$ cat src/rtl/card_dealer.sv
// Two-card dealer drawing without replacement from a tracked 52-card deck.
// One card is revealed per clk_sec tick; game control sequences rounds via busy/done/deck_low.
module card_dealer #(
    parameter logic [15:0] LFSR_SEED = 16'hACE1,
    parameter bit          RANDOM    = 1'b1
) (
    input  logic       clk_sec,
    input  logic       rst,
    input  logic       deal_req,
    input  logic       shuffle_req,
    output logic [5:0] card1,
    output logic [5:0] card2,
    output logic       busy,
    output logic       done,
    output logic       deck_low,
    output logic [5:0] cards_left
);

    localparam logic [1:0] ST_IDLE  = 2'd0;
    localparam logic [1:0] ST_DEAL1 = 2'd1;
    localparam logic [1:0] ST_DEAL2 = 2'd2;
    localparam logic [1:0] ST_DONE  = 2'd3;

    localparam logic [15:0] LFSR_MASK = 16'hB400;

    logic [1:0]   state;
    logic [51:0]  used;
    logic [15:0]  lfsr;
    logic [15:0]  lfsr_next;
    logic         deal_q;
    logic         shuffle_q;
    logic         deal_rise;
    logic         shuffle_rise;

    logic [5:0]   cand_raw;
    logic [5:0]   cand;
    logic [103:0] used_dbl;
    logic [51:0]  used_rot;
    logic [5:0]   offset;
    logic         draw_ok;
    logic [6:0]   idx_sum;
    logic [5:0]   draw_idx;
    logic [1:0]   suit;
    logic [5:0]   suit_base;
    logic [3:0]   rank;
    logic [5:0]   draw_code;
    logic [51:0]  draw_onehot;

    assign deal_rise    = deal_req & ~deal_q;
    assign shuffle_rise = shuffle_req & ~shuffle_q;

    // Galois LFSR, shift right, feedback mask applied when the bit shifted out is 1.
    assign lfsr_next = {1'b0, lfsr[15:1]} ^ (lfsr[0] ? LFSR_MASK : 16'h0000);

    assign cand_raw = RANDOM ? lfsr[5:0] : 6'd0;
    assign cand     = (cand_raw >= 6'd52) ? cand_raw - 6'd52 : cand_raw;

    // Rotating the used mask so bit 0 is deck position cand turns the circular
    // search into a plain lowest-zero priority encode.
    assign used_dbl = {used, used} >> cand;
    assign used_rot = used_dbl[51:0];

    // NOTE: every variable assigned in an always_comb gets a default first, so
    // no path can leave it unassigned and infer a latch.
    always_comb begin
        offset  = 6'd0;
        draw_ok = 1'b0;
        for (int k = 51; k >= 0; k--) begin
            if (!used_rot[k]) begin
                offset  = 6'(k);
                draw_ok = 1'b1;
            end
        end
    end

    assign idx_sum  = {1'b0, cand} + {1'b0, offset};
    assign draw_idx = (idx_sum >= 7'd52) ? 6'(idx_sum - 7'd52) : idx_sum[5:0];

    always_comb begin
        suit      = 2'd3;
        suit_base = 6'd39;
        if (draw_idx < 6'd13) begin
            suit      = 2'd0;
            suit_base = 6'd0;
        end else if (draw_idx < 6'd26) begin
            suit      = 2'd1;
            suit_base = 6'd13;
        end else if (draw_idx < 6'd39) begin
            suit      = 2'd2;
            suit_base = 6'd26;
        end
    end

    assign rank        = 4'(draw_idx - suit_base + 6'd1);
    assign draw_code   = {suit, rank};
    assign draw_onehot = 52'd1 << draw_idx;

    // NOTE: sequential state uses non-blocking assignments so every register
    // samples the pre-edge values, independent of statement order.
    // NOTE: the used mask is real deck state, not scratch storage, so it is
    // cleared by rst; a reset mid-deal thereby returns any partly dealt card.
    always_ff @(posedge clk_sec or posedge rst) begin
        if (rst) begin
            state      <= ST_IDLE;
            used       <= '0;
            lfsr       <= LFSR_SEED;
            deal_q     <= 1'b0;
            shuffle_q  <= 1'b0;
            card1      <= 6'd0;
            card2      <= 6'd0;
            busy       <= 1'b0;
            done       <= 1'b0;
            deck_low   <= 1'b0;
            cards_left <= 6'd52;
        end else begin
            lfsr      <= lfsr_next;
            deal_q    <= deal_req;
            shuffle_q <= shuffle_req;

            case (state)
                ST_IDLE, ST_DONE: begin
                    if (shuffle_rise) begin
                        used       <= '0;
                        cards_left <= 6'd52;
                        card1      <= 6'd0;
                        card2      <= 6'd0;
                        done       <= 1'b0;
                        deck_low   <= 1'b0;
                        state      <= ST_IDLE;
                    end else if (deal_rise) begin
                        if (cards_left >= 6'd2) begin
                            card1    <= 6'd0;
                            card2    <= 6'd0;
                            done     <= 1'b0;
                            deck_low <= 1'b0;
                            busy     <= 1'b1;
                            state    <= ST_DEAL1;
                        end else begin
                            deck_low <= 1'b1;
                        end
                    end
                end

                ST_DEAL1: begin
                    if (draw_ok) begin
                        card1      <= draw_code;
                        used       <= used | draw_onehot;
                        cards_left <= cards_left - 6'd1;
                    end
                    state <= ST_DEAL2;
                end

                ST_DEAL2: begin
                    if (draw_ok) begin
                        card2      <= draw_code;
                        used       <= used | draw_onehot;
                        cards_left <= cards_left - 6'd1;
                    end
                    busy  <= 1'b0;
                    done  <= 1'b1;
                    state <= ST_DONE;
                end

                default: state <= ST_IDLE;
            endcase
        end
    end

endmodule

$ cat config.mk
export PLATFORM = sky130hd
export DESIGN_NAME = card_dealer
export DESIGN_NICKNAME = d
export VERILOG_FILES = /design/src/rtl/card_dealer.sv
export SDC_FILE = /design/constraint.sdc
export NUM_CORES = 1
export LEC_CHECK = 0
export ABC_AREA = 1
export CAP_MARGIN = 20
export CORE_AREA = 4 4 135 233
export CTS_CLUSTER_SIZE = 12
export DETAILED_ROUTE_END_ITERATION = 12
export DIE_AREA = 0 0 139 237
export PLACE_DENSITY = 0.57
export SYNTH_ARGS = -nofsm -noshare
export SYNTH_HDL_FRONTEND = slang
export SYNTH_SLANG_ARGS = --single-unit
$ cat constraint.sdc
create_clock -name clk_sec -period 7.3 [get_ports clk_sec]
set_input_delay 1.46 -clock clk_sec [delete_from_list [all_inputs] [get_ports clk_sec]]
set_output_delay 1.46 -clock clk_sec [all_outputs]
set_load 0.01 [all_outputs]
==> flow_summary.json <==
{
  "rows": 83,
  "max_cap_viol_count": 0,
  "slew_headroom_pct": 30.12,
  "ys_ff_latch": 93,
  "synthCells": 1458,
  "die_h_um": 237,
  "fmax_mhz": 121.3,
  "worstPathArrival_ps": 8530,
  "ys_warn_count": 0,
  "drt_iter0_markers": 510,
  "critPathRequiredTime_ps": 7580,
  "yosys-top-cells-area": "nand2_1, dfrtp_1, o21ai_1, inv_1, nand3_1",
  "synthesis.area_per_instance_um2": 6.000,
  "cts_hold_buf": 0,
  "ys.flop_type": "dfrtp_1",
  "drv_slew": 0,
  "drtAntennaViolNets": 0,
  "critical_path_class": "register to register",
  "htree_num_levels": 3,
  "n_antenna_cell": 0,
  "wire_per_inst_um": 16.58,
  "ios": 25,
  "synth_area_um2": 8748,
  "fin_crit_sh_pct": 112.9,
  "finalWeightedCongestion": 0.9989,
  "tightest_slew_ps": 1042,
  "crit_slowest_cell": "fa_2",
  "drive_gt1_share_pct": 35.50,
  "cts.sinks": 93,
  "fill_cells": 3033,
  "num_vias": 10930,
  "hold_path_class": "register to register",
  "cts.root.buffer_cell": "clkbuf_16",
  "cts_made_buffers": 9,
  "violations": "negative setup slack",
  "rr_worst_depth": 85,
  "crit_cells": 85,
  "ys_seq_area_share_pct": 26.76,
  "whs_ps": 345.8,
  "firstDrtPassIters": 5,
  "yosys.area.top_type": "nand2_1",
  "track_usage_pct": 21.64,
  "wirelength_um": 36870,
  "slowest_delay_ps": 420,
  "clock_skew_ps": 7.879,
  "critPathCaptureType": "register",
  "dpl.hpwl_um": 27500,
  "crit_fanout": 8,
  "grt_pass1_vias": 11090,
  "min_period_ps": 8245,
  "fin_ws_ps": -944.9,
  "crit_top_cell": "nand2_1",
  "critPathBufInv": 8,
  "fp.dieW_um": 139,
  "start_util_pct": 29.66,
  "grt_pass1_wl_um": 56610,
  "grt_remaining_overflow": 0,
  "p_per_area_nw_per_um2": 166.0,
  "rsz0062_at_grt": "yes",
  "cp-start-kind": "register",
  "clk_latency_ps": 360,
  "vdd_drop_max_mv": 0.2312,
  "antenna_found_initial": 0,
  "status": "complete, but fails checks",
  "power_mw": 2.295,
  "critical_path.top_delay_family": "simple AND/OR/NAND/NOR gates",
  "leakage_nw": 6.555,
  "port_buffers": 24,
  "vias_per_cell": 4.916,
  "setup_violations": 22,
  "synth_cell_types": 49,
  "cts_tree": "built",
  "cts.clk_slew.worst_paths_ps": 70,
  "async_flop_share_pct": 100.0,
  "synth_nets": 1481,
  "hold_depth": 0,
  "grt_start_max_net_pins": 75,
  "clockBufferDepth": 2,
  "yosysTopAreaCellShare_pct": 24.11,
  "synth_edf_count": 0,
  "coreArea_um2": 29490,
  "drc": 0,
  "hold_viol": 0,
  "r2r_setup_slack_ps": -940,
  "die_area_um2": 32940,
  "syn_to_final_growth_pct": 57.98,
  "fin_nets": 1860
}
[layout make-up]
cell class	instances	area, um^2	share of cell area [%]
multi-input combinational	1150	6322	45.74
inverter	142	543.0	3.929
sequential	93	2342	16.95
clock inverter	3	42.54	0.3078
timing repair buffer	441	3822	27.66
clock buffer	13	270.3	1.955
tap	382	478.0	3.458
[worst register-to-register path: cells and delay by family (launching register included)]
family | cells | cell delay (ps)
flops | 1 | 380
buf+inv | 8 | 870
xor+xnor | 3 | 500
simple gates | 59 | 3840
fa+ha+maj | 5 | 1300
compound gates | 10 | 1290
[Yosys cell counts (2+ instances only)]
cell	count
o21a_1	3
dfrtp_1	82
nor3_1	16
xnor2_1	2
buf_1	6
mux2i_1	17
inv_1	128
nand4_1	7
nor2_2	3
nand2_1	562
o21ai_1	139
clkbuf_1	21
o31ai_1	2
o21ai_2	6
and2_1	4
buf_2	26
buf_4	15
nand2_4	6
nor2_1	80
ha_1	17
a21boi_1	3
dfstp_2	11
nand2_2	4
inv_2	13
or2_1	7
a21oi_1	70
buf_6	8
nand3_1	84
o21ai_0	73
fa_1	2
xor2_1	6
nand3_2	2
o22ai_1	8
a31oi_1	8
o211ai_1	3
[final timing paths]
| kind | from | endpoint |
|---|---|---|
| min in group asynchronous | rst | lfsr[4] |
| min | lfsr[12] | lfsr[11] |
| max in group asynchronous | rst | used[31] |
| min reg2reg | lfsr[12] | lfsr[11] |
| max reg2reg | lfsr[0] | card2[3] |
| max | lfsr[0] | card2[3] |
[cells by family (layout without fill, tap and decap cells)]
family,after synthesis,in the layout,synth area share (%)
multiplexers,17,17,1.945
XOR/XNOR,10,10,1.302
AND/OR/NAND/NOR,782,785,36.81
flip-flops,93,93,26.76
adder cells (fa/ha/maj),19,19,2.889
AO/OA/AOI/OAI,319,319,19.24
buffers and inverters,218,599,11.06
[registers in the layout, indices dropped and copies added, names as in the netlist]
register    count
busy            1
card1           6
card2           6
cards_left      6
deal_q          1
deck_low        1
done            1
lfsr           16
shuffle_q       1
state           2
used           52
[through the flow]
stage | worst slack, ps | util (%) | std cells | TNS (ps) | cell area [um^2]
final | -944.9 | 46.86 | 2224 | -4368 | 13820
after global routing | -1739 | 46.86 | 2224 | -46990 | 13820
after CTS | -852.0 | 45.01 | 2213 | -3394 | 13270
after detailed placement | -1205 | 40.63 | 2147 | -21570 | 11980
after global placement | -1067 | 40.63 | 2147 | -16830 | 11980
after floorplan | -241.9 | - | 1458 | -470.3 | 8847
[report_power, final]
part	total (mW)	internal, mW	switching [mW]
Combinational	1.17	0.509	0.664
Sequential	0.631	0.590	0.0416
Clock	0.490	0.293	0.198
Total	2.29	1.39	0.903
[what timing repair did]
| action | CTS | global route |
|---|---|---|
| resized for setup | 126 | 108 |
| buffers inserted | 41 | 10 |
| pin swaps | 27 | 26 |
| endpoints found under the setup margin | 64 | 64 |
| gates cloned | 9 | 3 |
[layout by cell type, fill, tap and decap left out, drive strengths merged, types with 24 or more instances in the layout]
cell type	synthesis	layout
o21ai	218	218
dfrtp	82	82
nand2	572	575
buf	55	414
clkdlybuf4s50	0	24
nand3	87	87
inv	141	142
a21oi	71	71
nor2	84	84
[routing by layer]
metal  wire length, um  part of all wire (%)  vias to the layer above  track usage, %
met4              4118                    11                        0           21.63
met5                 0                     0                        -               0
met3               924                   2.5                      167           2.142
met1             11980                    32                     5027           19.13
met2             19850                    54                      276           40.97
li1                  -                     -                     5464               -
No activity file was read; power rests on OpenSTA's default activity.
